**config.mk**
```make
export PLATFORM = sky130hd
export DESIGN_NAME = io_uart
export DESIGN_NICKNAME = d
export VERILOG_FILES = /design/src/rtl/io_pkg.sv /design/src/rtl/io_bit_timer.sv /design/src/rtl/io_uart.sv
export SDC_FILE = /design/constraint.sdc
export NUM_CORES = 1
export LEC_CHECK = 0
export CAP_MARGIN = 40
export CORE_MARGIN = 2
export CORE_UTILIZATION = 50
export DETAILED_ROUTE_END_ITERATION = 16
export PLACE_DENSITY_LB_ADDON = 0.3
export SYNTH_ARGS = -nofsm -noshare
export SYNTH_HDL_FRONTEND = slang
export SYNTH_HIERARCHICAL = 1
export SYNTH_SLANG_ARGS = --single-unit
```
**constraint.sdc**
```tcl
create_clock -name CLK -period 4.15 [get_ports CLK]
set_input_delay 1.0375 -clock CLK [delete_from_list [all_inputs] [get_ports CLK]]
set_output_delay 1.0375 -clock CLK [all_outputs]
set_load 0.02 [all_outputs]
```
**src/rtl/io_pkg.sv**
```systemverilog
// Shared types and constants for the serial console adapter.
package io_pkg;

    localparam int FRAME_DATA_BITS = 8;
    localparam int BIT_CNT_W       = $clog2(FRAME_DATA_BITS);

    typedef enum logic [1:0] {
        RX_IDLE,
        RX_START,
        RX_DATA,
        RX_STOP
    } rx_state_t;

    typedef enum logic [2:0] {
        TX_IDLE,
        TX_LOAD,
        TX_START,
        TX_DATA,
        TX_STOP
    } tx_state_t;

endpackage

```
**src/rtl/io_bit_timer.sv**
```systemverilog
// Bit-period timer: loaded by start (a full period, or half a period when
// half is set), then free-runs, pulsing tick once per period.
module io_bit_timer #(
    parameter int CLKS_PER_BIT = 16
) (
    input  logic clk_i,
    input  logic rst_i,
    input  logic start_i,
    input  logic half_i,
    output logic tick_o
);

    localparam int CW = $clog2(CLKS_PER_BIT);
    localparam logic [CW-1:0] FULL_LD = CW'(CLKS_PER_BIT - 1);
    localparam logic [CW-1:0] HALF_LD = CW'(CLKS_PER_BIT / 2 - 1);

    logic [CW-1:0] cnt_q, cnt_d;
    logic          run_q, run_d;

    // Counter state register.
    always_ff @(posedge clk_i) begin
        if (rst_i) begin
            cnt_q <= '0;
            run_q <= 1'b0;
        end else begin
            cnt_q <= cnt_d;
            run_q <= run_d;
        end
    end

    // Load on start; otherwise count down and reload a full period on expiry.
    always_comb begin
        cnt_d = cnt_q;
        run_d = run_q;
        if (start_i) begin
            run_d = 1'b1;
            cnt_d = half_i ? HALF_LD : FULL_LD;
        end else if (run_q) begin
            if (cnt_q == '0) cnt_d = FULL_LD;
            else             cnt_d = cnt_q - 1'b1;
        end
    end

    assign tick_o = run_q && (cnt_q == '0);

endmodule

```
**src/rtl/io_uart.sv**
```systemverilog
// 8N1 console adapter: receive half fills INPR and raises FGI, transmit half
// serialises OUTR after the CU clears FGO. The two halves share nothing.
module io_uart
    import io_pkg::*;
#(
    parameter int DW           = 8,
    parameter int CLKS_PER_BIT = 16
) (
    input  logic          CLK,
    input  logic          RST,
    input  logic          rxd,
    output logic          txd,
    output logic [DW-1:0] inpr_data,
    output logic          fgi,
    input  logic          clr_fgi,
    input  logic [DW-1:0] outr_data,
    output logic          fgo,
    input  logic          clr_fgo,
    output logic          overrun,
    output logic          frame_err
);

    localparam logic [BIT_CNT_W-1:0] LAST_BIT = BIT_CNT_W'(FRAME_DATA_BITS - 1);

    // ---------------- receive half ----------------
    logic                 rx_meta_q, rxs_q;
    rx_state_t            rx_state_q, rx_state_d;
    logic [BIT_CNT_W-1:0] rx_bit_q, rx_bit_d;
    logic [DW-1:0]        rx_sh_q, rx_sh_d;
    logic                 rx_accept_q, rx_accept_d;
    logic                 rx_tmr_start, rx_tmr_half, rx_tick;
    logic [DW-1:0]        inpr_q, inpr_d;
    logic                 fgi_q, fgi_d;
    logic                 overrun_q, overrun_d;
    logic                 frame_err_q, frame_err_d;

    io_bit_timer #(.CLKS_PER_BIT(CLKS_PER_BIT)) u_rx_timer (
        .clk_i   (CLK),
        .rst_i   (RST),
        .start_i (rx_tmr_start),
        .half_i  (rx_tmr_half),
        .tick_o  (rx_tick)
    );

    // Two-flop synchroniser for the asynchronous line; resets to idle-high.
    always_ff @(posedge CLK) begin
        if (RST) begin
            rx_meta_q <= 1'b1;
            rxs_q     <= 1'b1;
        end else begin
            rx_meta_q <= rxd;
            rxs_q     <= rx_meta_q;
        end
    end

    // RX control and flag registers.
    always_ff @(posedge CLK) begin
        if (RST) begin
            rx_state_q  <= RX_IDLE;
            rx_bit_q    <= '0;
            rx_accept_q <= 1'b0;
            inpr_q      <= '0;
            fgi_q       <= 1'b0;
            overrun_q   <= 1'b0;
            frame_err_q <= 1'b0;
        end else begin
            rx_state_q  <= rx_state_d;
            rx_bit_q    <= rx_bit_d;
            rx_accept_q <= rx_accept_d;
            inpr_q      <= inpr_d;
            fgi_q       <= fgi_d;
            overrun_q   <= overrun_d;
            frame_err_q <= frame_err_d;
        end
    end

    // Receive shift register; contents only matter once a frame completes.
    always_ff @(posedge CLK) begin
        rx_sh_q <= rx_sh_d;
    end

    // RX FSM: half-bit start check, then centre sampling of data and stop bits.
    always_comb begin
        rx_state_d   = rx_state_q;
        rx_bit_d     = rx_bit_q;
        rx_sh_d      = rx_sh_q;
        rx_accept_d  = 1'b0;
        frame_err_d  = frame_err_q;
        rx_tmr_start = 1'b0;
        rx_tmr_half  = 1'b0;
        unique case (rx_state_q)
            RX_IDLE: begin
                if (!rxs_q) begin
                    rx_state_d   = RX_START;
                    rx_tmr_start = 1'b1;
                    rx_tmr_half  = 1'b1;
                end
            end
            RX_START: begin
                if (rx_tick) begin
                    if (rxs_q) begin
                        rx_state_d = RX_IDLE;
                    end else begin
                        rx_state_d = RX_DATA;
                        rx_bit_d   = '0;
                    end
                end
            end
            RX_DATA: begin
                if (rx_tick) begin
                    rx_sh_d = {rxs_q, rx_sh_q[DW-1:1]};
                    if (rx_bit_q == LAST_BIT) rx_state_d = RX_STOP;
                    else                      rx_bit_d   = rx_bit_q + 1'b1;
                end
            end
            RX_STOP: begin
                if (rx_tick) begin
                    rx_state_d = RX_IDLE;
                    if (rxs_q) rx_accept_d = 1'b1;
                    else       frame_err_d = 1'b1;
                end
            end
            default: rx_state_d = RX_IDLE;
        endcase
    end

    // Hand a completed byte to INPR, or flag overrun if the CPU has not read the last one.
    always_comb begin
        inpr_d    = inpr_q;
        fgi_d     = fgi_q;
        overrun_d = overrun_q;
        if (rx_accept_q) begin
            if (!fgi_q || clr_fgi) begin
                inpr_d = rx_sh_q;
                fgi_d  = 1'b1;
            end else begin
                overrun_d = 1'b1;
            end
        end else if (clr_fgi) begin
            fgi_d = 1'b0;
        end
    end

    // ---------------- transmit half ----------------
    tx_state_t            tx_state_q, tx_state_d;
    logic [BIT_CNT_W-1:0] tx_bit_q, tx_bit_d;
    logic [DW-1:0]        tx_sh_q, tx_sh_d;
    logic                 txd_q, txd_d;
    logic                 fgo_q, fgo_d;
    logic                 tx_done_q, tx_done_d;
    logic                 tx_tmr_start, tx_tick;

    io_bit_timer #(.CLKS_PER_BIT(CLKS_PER_BIT)) u_tx_timer (
        .clk_i   (CLK),
        .rst_i   (RST),
        .start_i (tx_tmr_start),
        .half_i  (1'b0),
        .tick_o  (tx_tick)
    );

    // TX control, line and flag registers; reset truncates any frame with a high line.
    always_ff @(posedge CLK) begin
        if (RST) begin
            tx_state_q <= TX_IDLE;
            tx_bit_q   <= '0;
            txd_q      <= 1'b1;
            fgo_q      <= 1'b1;
            tx_done_q  <= 1'b0;
        end else begin
            tx_state_q <= tx_state_d;
            tx_bit_q   <= tx_bit_d;
            txd_q      <= txd_d;
            fgo_q      <= fgo_d;
            tx_done_q  <= tx_done_d;
        end
    end

    // Transmit shift register.
    always_ff @(posedge CLK) begin
        tx_sh_q <= tx_sh_d;
    end

    // TX FSM; txd and fgo follow the state one cycle later through their registers.
    always_comb begin
        tx_state_d   = tx_state_q;
        tx_bit_d     = tx_bit_q;
        tx_sh_d      = tx_sh_q;
        tx_done_d    = 1'b0;
        tx_tmr_start = 1'b0;
        fgo_d        = fgo_q;
        txd_d        = 1'b1;
        unique case (tx_state_q)
            TX_IDLE: begin
                // fgo_q gate keeps the one-cycle gap before fgo rises from starting a frame.
                if (clr_fgo && fgo_q) begin
                    tx_state_d = TX_LOAD;
                    fgo_d      = 1'b0;
                end
            end
            TX_LOAD: begin
                // OUTR has settled by now (it loads on the same edge that sampled clr_fgo).
                tx_sh_d      = outr_data;
                tx_state_d   = TX_START;
                tx_tmr_start = 1'b1;
            end
            TX_START: begin
                txd_d = 1'b0;
                if (tx_tick) begin
                    tx_state_d = TX_DATA;
                    tx_bit_d   = '0;
                end
            end
            TX_DATA: begin
                txd_d = tx_sh_q[0];
                if (tx_tick) begin
                    if (tx_bit_q == LAST_BIT) begin
                        tx_state_d = TX_STOP;
                    end else begin
                        tx_sh_d  = {1'b0, tx_sh_q[DW-1:1]};
                        tx_bit_d = tx_bit_q + 1'b1;
                    end
                end
            end
            TX_STOP: begin
                if (tx_tick) begin
                    tx_state_d = TX_IDLE;
                    tx_done_d  = 1'b1;
                end
            end
            default: tx_state_d = TX_IDLE;
        endcase
        if (tx_done_q) fgo_d = 1'b1;
    end

    assign txd       = txd_q;
    assign fgo       = fgo_q;
    assign inpr_data = inpr_q;
    assign fgi       = fgi_q;
    assign overrun   = overrun_q;
    assign frame_err = frame_err_q;

endmodule

```
Word-level counts from Yosys, hierarchy flattened
Index checks and enable logic that the tools add are counted. Widths: inputs -> output; s select.

Output and inout port bits: 13. Bits of input ports: 13. Word-level logic and storage cells: 120. Register bits: 54.

Multiplexer cells: 39. Equality and inequality tests: 23. Bitwise operators: 5. Reduce and logical (&&, ||, !) cells: 29. $add $sub $neg: 4.

Operator list (number): $mux 3 (11); $ne 2x2->1 const B (13); $mux 4 (6); $mux 8 (2); $pmux 8 s2 (1); $pmux 3 s5 (1); $reduce_and 5->1 (3); $mux 2 (6); $pmux 3 s2 (2); $reduce_bool 2->1 (6); $reduce_and 2->1 (5); $eq 3x3->1 const B (3); $logic_not 4->1 (2); $mux 1 (8); $pmux 2 s4 (1); $sub 4x1->4 const B (2); $add 3x1->3 const B (2); $eq 3x2->1 const B (2); $reduce_and 3->1 (2); $not 1->1 (5); $eq 2x2->1 const B (2); $reduce_and 4->1 (1); $reduce_or 2->1 (2); $eq 3x1->1 const B (1); 9 further kinds (11).

Depth between registers and ports, before layout
Word-level depth: 4. Depth in mapped cells: 7. Mapped depth without buffers: 7.

By module
Netlist, hierarchy kept.

Modules (own cells, without submodules): io_uart (area each 1815.5 sq um, cells an instance 154, instances 1); io_bit_timer (area each 247.7 sq um, cells an instance 31, instances 2).

Least setup slack after synthesis
OpenSTA, ideal clock, no wires.

Path type: flip-flop to flip-flop. Start point: register u_tx_timer.cnt_q[0]. End point: register tx_sh_q[0], enable pin. Clock period less this slack: 1.995 ns. Slack: 2.155 ns. Arrival: 1.620 ns. Stages on the path, launching flop included: 7. Required time: 3.775 ns. Buffers on the path: 0. Setup time: 0.375 ns. Cells stage by stage: dfxtp_1 inv_1 ha_1 nand2_1 nor3_1 nand2b_1 a21oi_1.

Word-level cells in the longest chain between the ends: 4.

RTL lines: from (decl) (line io_bit_timer.sv:17) `logic [CW-1:0] cnt_q, cnt_d;`; from (signal assigned) (line io_bit_timer.sv:26) `cnt_q <= cnt_d;`; $logic_not 4->1 (line io_bit_timer.sv:44) `assign tick_o = run_q && (cnt_q == '0);`; $logic_and 1x1->1 (line io_bit_timer.sv:44); via tx_tick (line io_uart.sv:151) `logic tx_tmr_start, tx_tick;`; $ne 2x2->1 (no source line); $reduce_and 3->1 (no source line); to (signal assigned) (line io_uart.sv:180) `tx_sh_q <= tx_sh_d;`; to (decl) (line io_uart.sv:147) `logic [DW-1:0] tx_sh_q, tx_sh_d;`.

The timed path passes the listed nets, and every way through them passes these cells. A chain may end at the register's enable or synchronous reset.

==> qor.yml <==
hold_class: "reg2reg"
crit_fanout: 25
layout_min_cycle_time_ns: 2.53
finalSetupTns_ns: 0
final_util_pct: 60.5
ys_ff_latch: 54
whs_ns: 0.424
synth_compound_area_share_pct: 13.8
synth.top_cell.area_share_pct: 32.9
die_y_microns: 72.0
drc: 0
numPortBuffers: 25
grt_overflow: 0
crit_arrival_ns: 2.74
yosys_warnings: 6
antenna_found_initial: 0
io_pins: 26
syn_to_final_growth_pct: 15.6
yosys.area_share.simple_pct: 17.4
grt_pass1_vias: 1466
holdBufCountCts: 0
synth.distinct_cells: 44
cp_cell_sequence: "clkdlybuf4s50_1 -> buf_4 -> nor2_1 -> nand2_1 -> o32ai_1"
ys.flop_type: "dfxtp_1"
power_density_nw_per_um2: 441
synthXorXnorAreaFrac_pct: 1.52
crit_path_start_kind: "input pin"
ctsResizeCount: 0
grt_pass1_wl_microns: 6420
worstPathRequired_ns: 4.36
synth_edf_count: 16
die_x_microns: 72.0
synthTopCellsByArea: "dfxtp_1 33%, edfxtp_1 21%, a21oi_1 5.6%"
crit_family: "buffers and inverters"
place_congestion: 0.795
synth_seq_area_share_pct: 53.7
drtAntennaViolNets: 0
hpwl_microns: 2730
hold_path.startpoint: "rx_meta_q"
slew_headroom_pct: 40.6
cts_setup_buffers: 0
fillers: 364
worst_pin_slew_ns: 0.888
clk_pin_slew_ns: 0.09
htreeDepth: 2
critPathBufInv: 2
worstReg2RegStart: "u_tx_timer/cnt_q[0]"
clockBufferDepth: 2
synth-adder-area-share_pct: 3.25
drt-initial-drc-count: 82
antenna_cells: 0
clock_latency_ns: 0.31
async_flop_share_pct: 0
slew_violations: 0
fp.dieArea_sq_um: 5180
peakVddDrop_v: 0.000334
cts.sinks: 54
final.setup_skew_ns: 0.00603
synth_top_family_by_area: "simple AND/OR/NAND/NOR gates"
endpoint_kind: "flip-flop"
hold_violations: 0
drtPass1Iterations: 4
routed-via-count: 1592
cp_slowest_cell: "clkdlybuf4s50_1"
nNetsFinal: 256
cts_tree: "built"
grt.total_usage_pct: 15.9
final_common_cell: "dfxtp_1"
p_leak_nw: 0.971
rows: 24
syn_area_sq_um: 2310
clock-root-buffer: "clkbuf_8"
wl_per_cell_microns: 13.1
slowest_delay_ns: 0.86
wl_microns: 3790
layout-drive-gt1-share_pct: 10.9
status: "complete, no violations"
yosysTopAreaCell: "dfxtp_1"
grt_max_degree: 26
rsz0062_at_grt: "no"
crit_path_start: "RST"
synth_mux_area_share_pct: 5.04
synth_nets: 235
coreArea_sq_um: 4410
period_share_pct: 60.8
crit_type: "in2reg"
setup-violations-final: 0
fmax_mhz: 396
syn_area_per_cell_sq_um: 10.7
viasPerCell: 5.49
syn_inst: 216
max_cap_violations: 0
layout_common_cells: "38 x dfxtp_1, 26 x a21oi_1, 25 x clkdlybuf4s50_1, 16 x edfxtp_1, 14 x nand3_1"
start_util_pct: 52.4
cts_inserted_buffers: 5
stage by stage:
step                      instances  power, mW  area [sq um]  setup WS (ns)
after global placement          282      0.835          2560           1.36
final                           290       1.18          2670           1.62
after floorplan                 216      0.802          2310           2.15
after global routing            290       1.24          2670           1.45
after CTS                       290       1.19          2670           1.61
after detailed placement        282      0.843          2560           1.32
per-layer routing:
metal	wire length, microns	track usage (%)	up-vias
met1	1800	20.0	750
met2	1830	26.0	27
met3	123	4.17	4
met5	0	0	-
li1	-	-	811
met4	37	6.29	0
synthesized netlist by cell type (2+ instances only):
cell type	instances
dfxtp_1	38
a21oi_1	26
edfxtp_1	16
nand3_1	14
inv_1	12
nand2_1	12
nor2_1	12
o21ai_0	12
mux2_4	7
ha_1	6
buf_2	4
nand2b_1	4
nor3_1	4
xnor2_1	4
nor3b_1	3
a22o_1	2
a41oi_1	2
buf_4	2
buf_6	2
clkbuf_1	2
clkbuf_2	2
nand4b_1	2
nand4bb_1	2
nor2b_1	2
nor4b_1	2
o21bai_2	2
o32ai_1	2
or2_2	2
final timing paths:
| kind | end | slack [ns] | cells past startpoint |
|---|---|---|---|
| worst min register to register | rxs_q | 0.42 | 1 |
| worst max register to register | tx_sh_q[5] | 1.69 | 6 |
| worst max-delay path | u_rx_timer/cnt_q[3] | 1.62 | 5 |
| worst min-delay path | rxs_q | 0.42 | 1 |
cell families after synthesis:
logic type | after synthesis
buffers and inverters | 24
and+or+nand+nor | 67
xor gates and xnor gates | 4
AOI/OAI and AO/OA | 52
muxes | 8
DFF | 54
other | 1
adders and majority gates | 6
flip-flops by register name (all words and copies together) (netlist names), 3 cells and up, named ones only:
register	flops
rx_sh_q	8
inpr_data	8
tx_bit_q	3
tx_sh_q	8
rx_bit_q	3
u_rx_timer/cnt_q	4
tx_state_q	3
u_tx_timer/cnt_q	4
where the power goes:
part | switching [mW] | internal (mW)
clock network | 0.168 | 0.180
logic | 0.0894 | 0.0936
registers | 0.0499 | 0.596
area by class of cell:
class	count	area [sq um]	share of cell area, %
clock buffers	5	68.8	2.58
well taps	52	65.1	2.44
clock inverters	3	43.8	1.64
inverters	12	45.0	1.69
repair buffers	26	258	9.65
multi-input cells	138	950	35.6
flip-flops and latches	54	1240	46.5
worst reg2reg max path, delay by kind of cell, from the launching register on:
kind | cells | cell delay (ns)
buffers and inverters | 1 | 0.07
DFF | 1 | 0.36
AOI/OAI and AO/OA | 1 | 0.69
adders and majority gates | 1 | 0.15
and+or+nand+nor | 3 | 0.83
(Power assumes the default switching activity.)
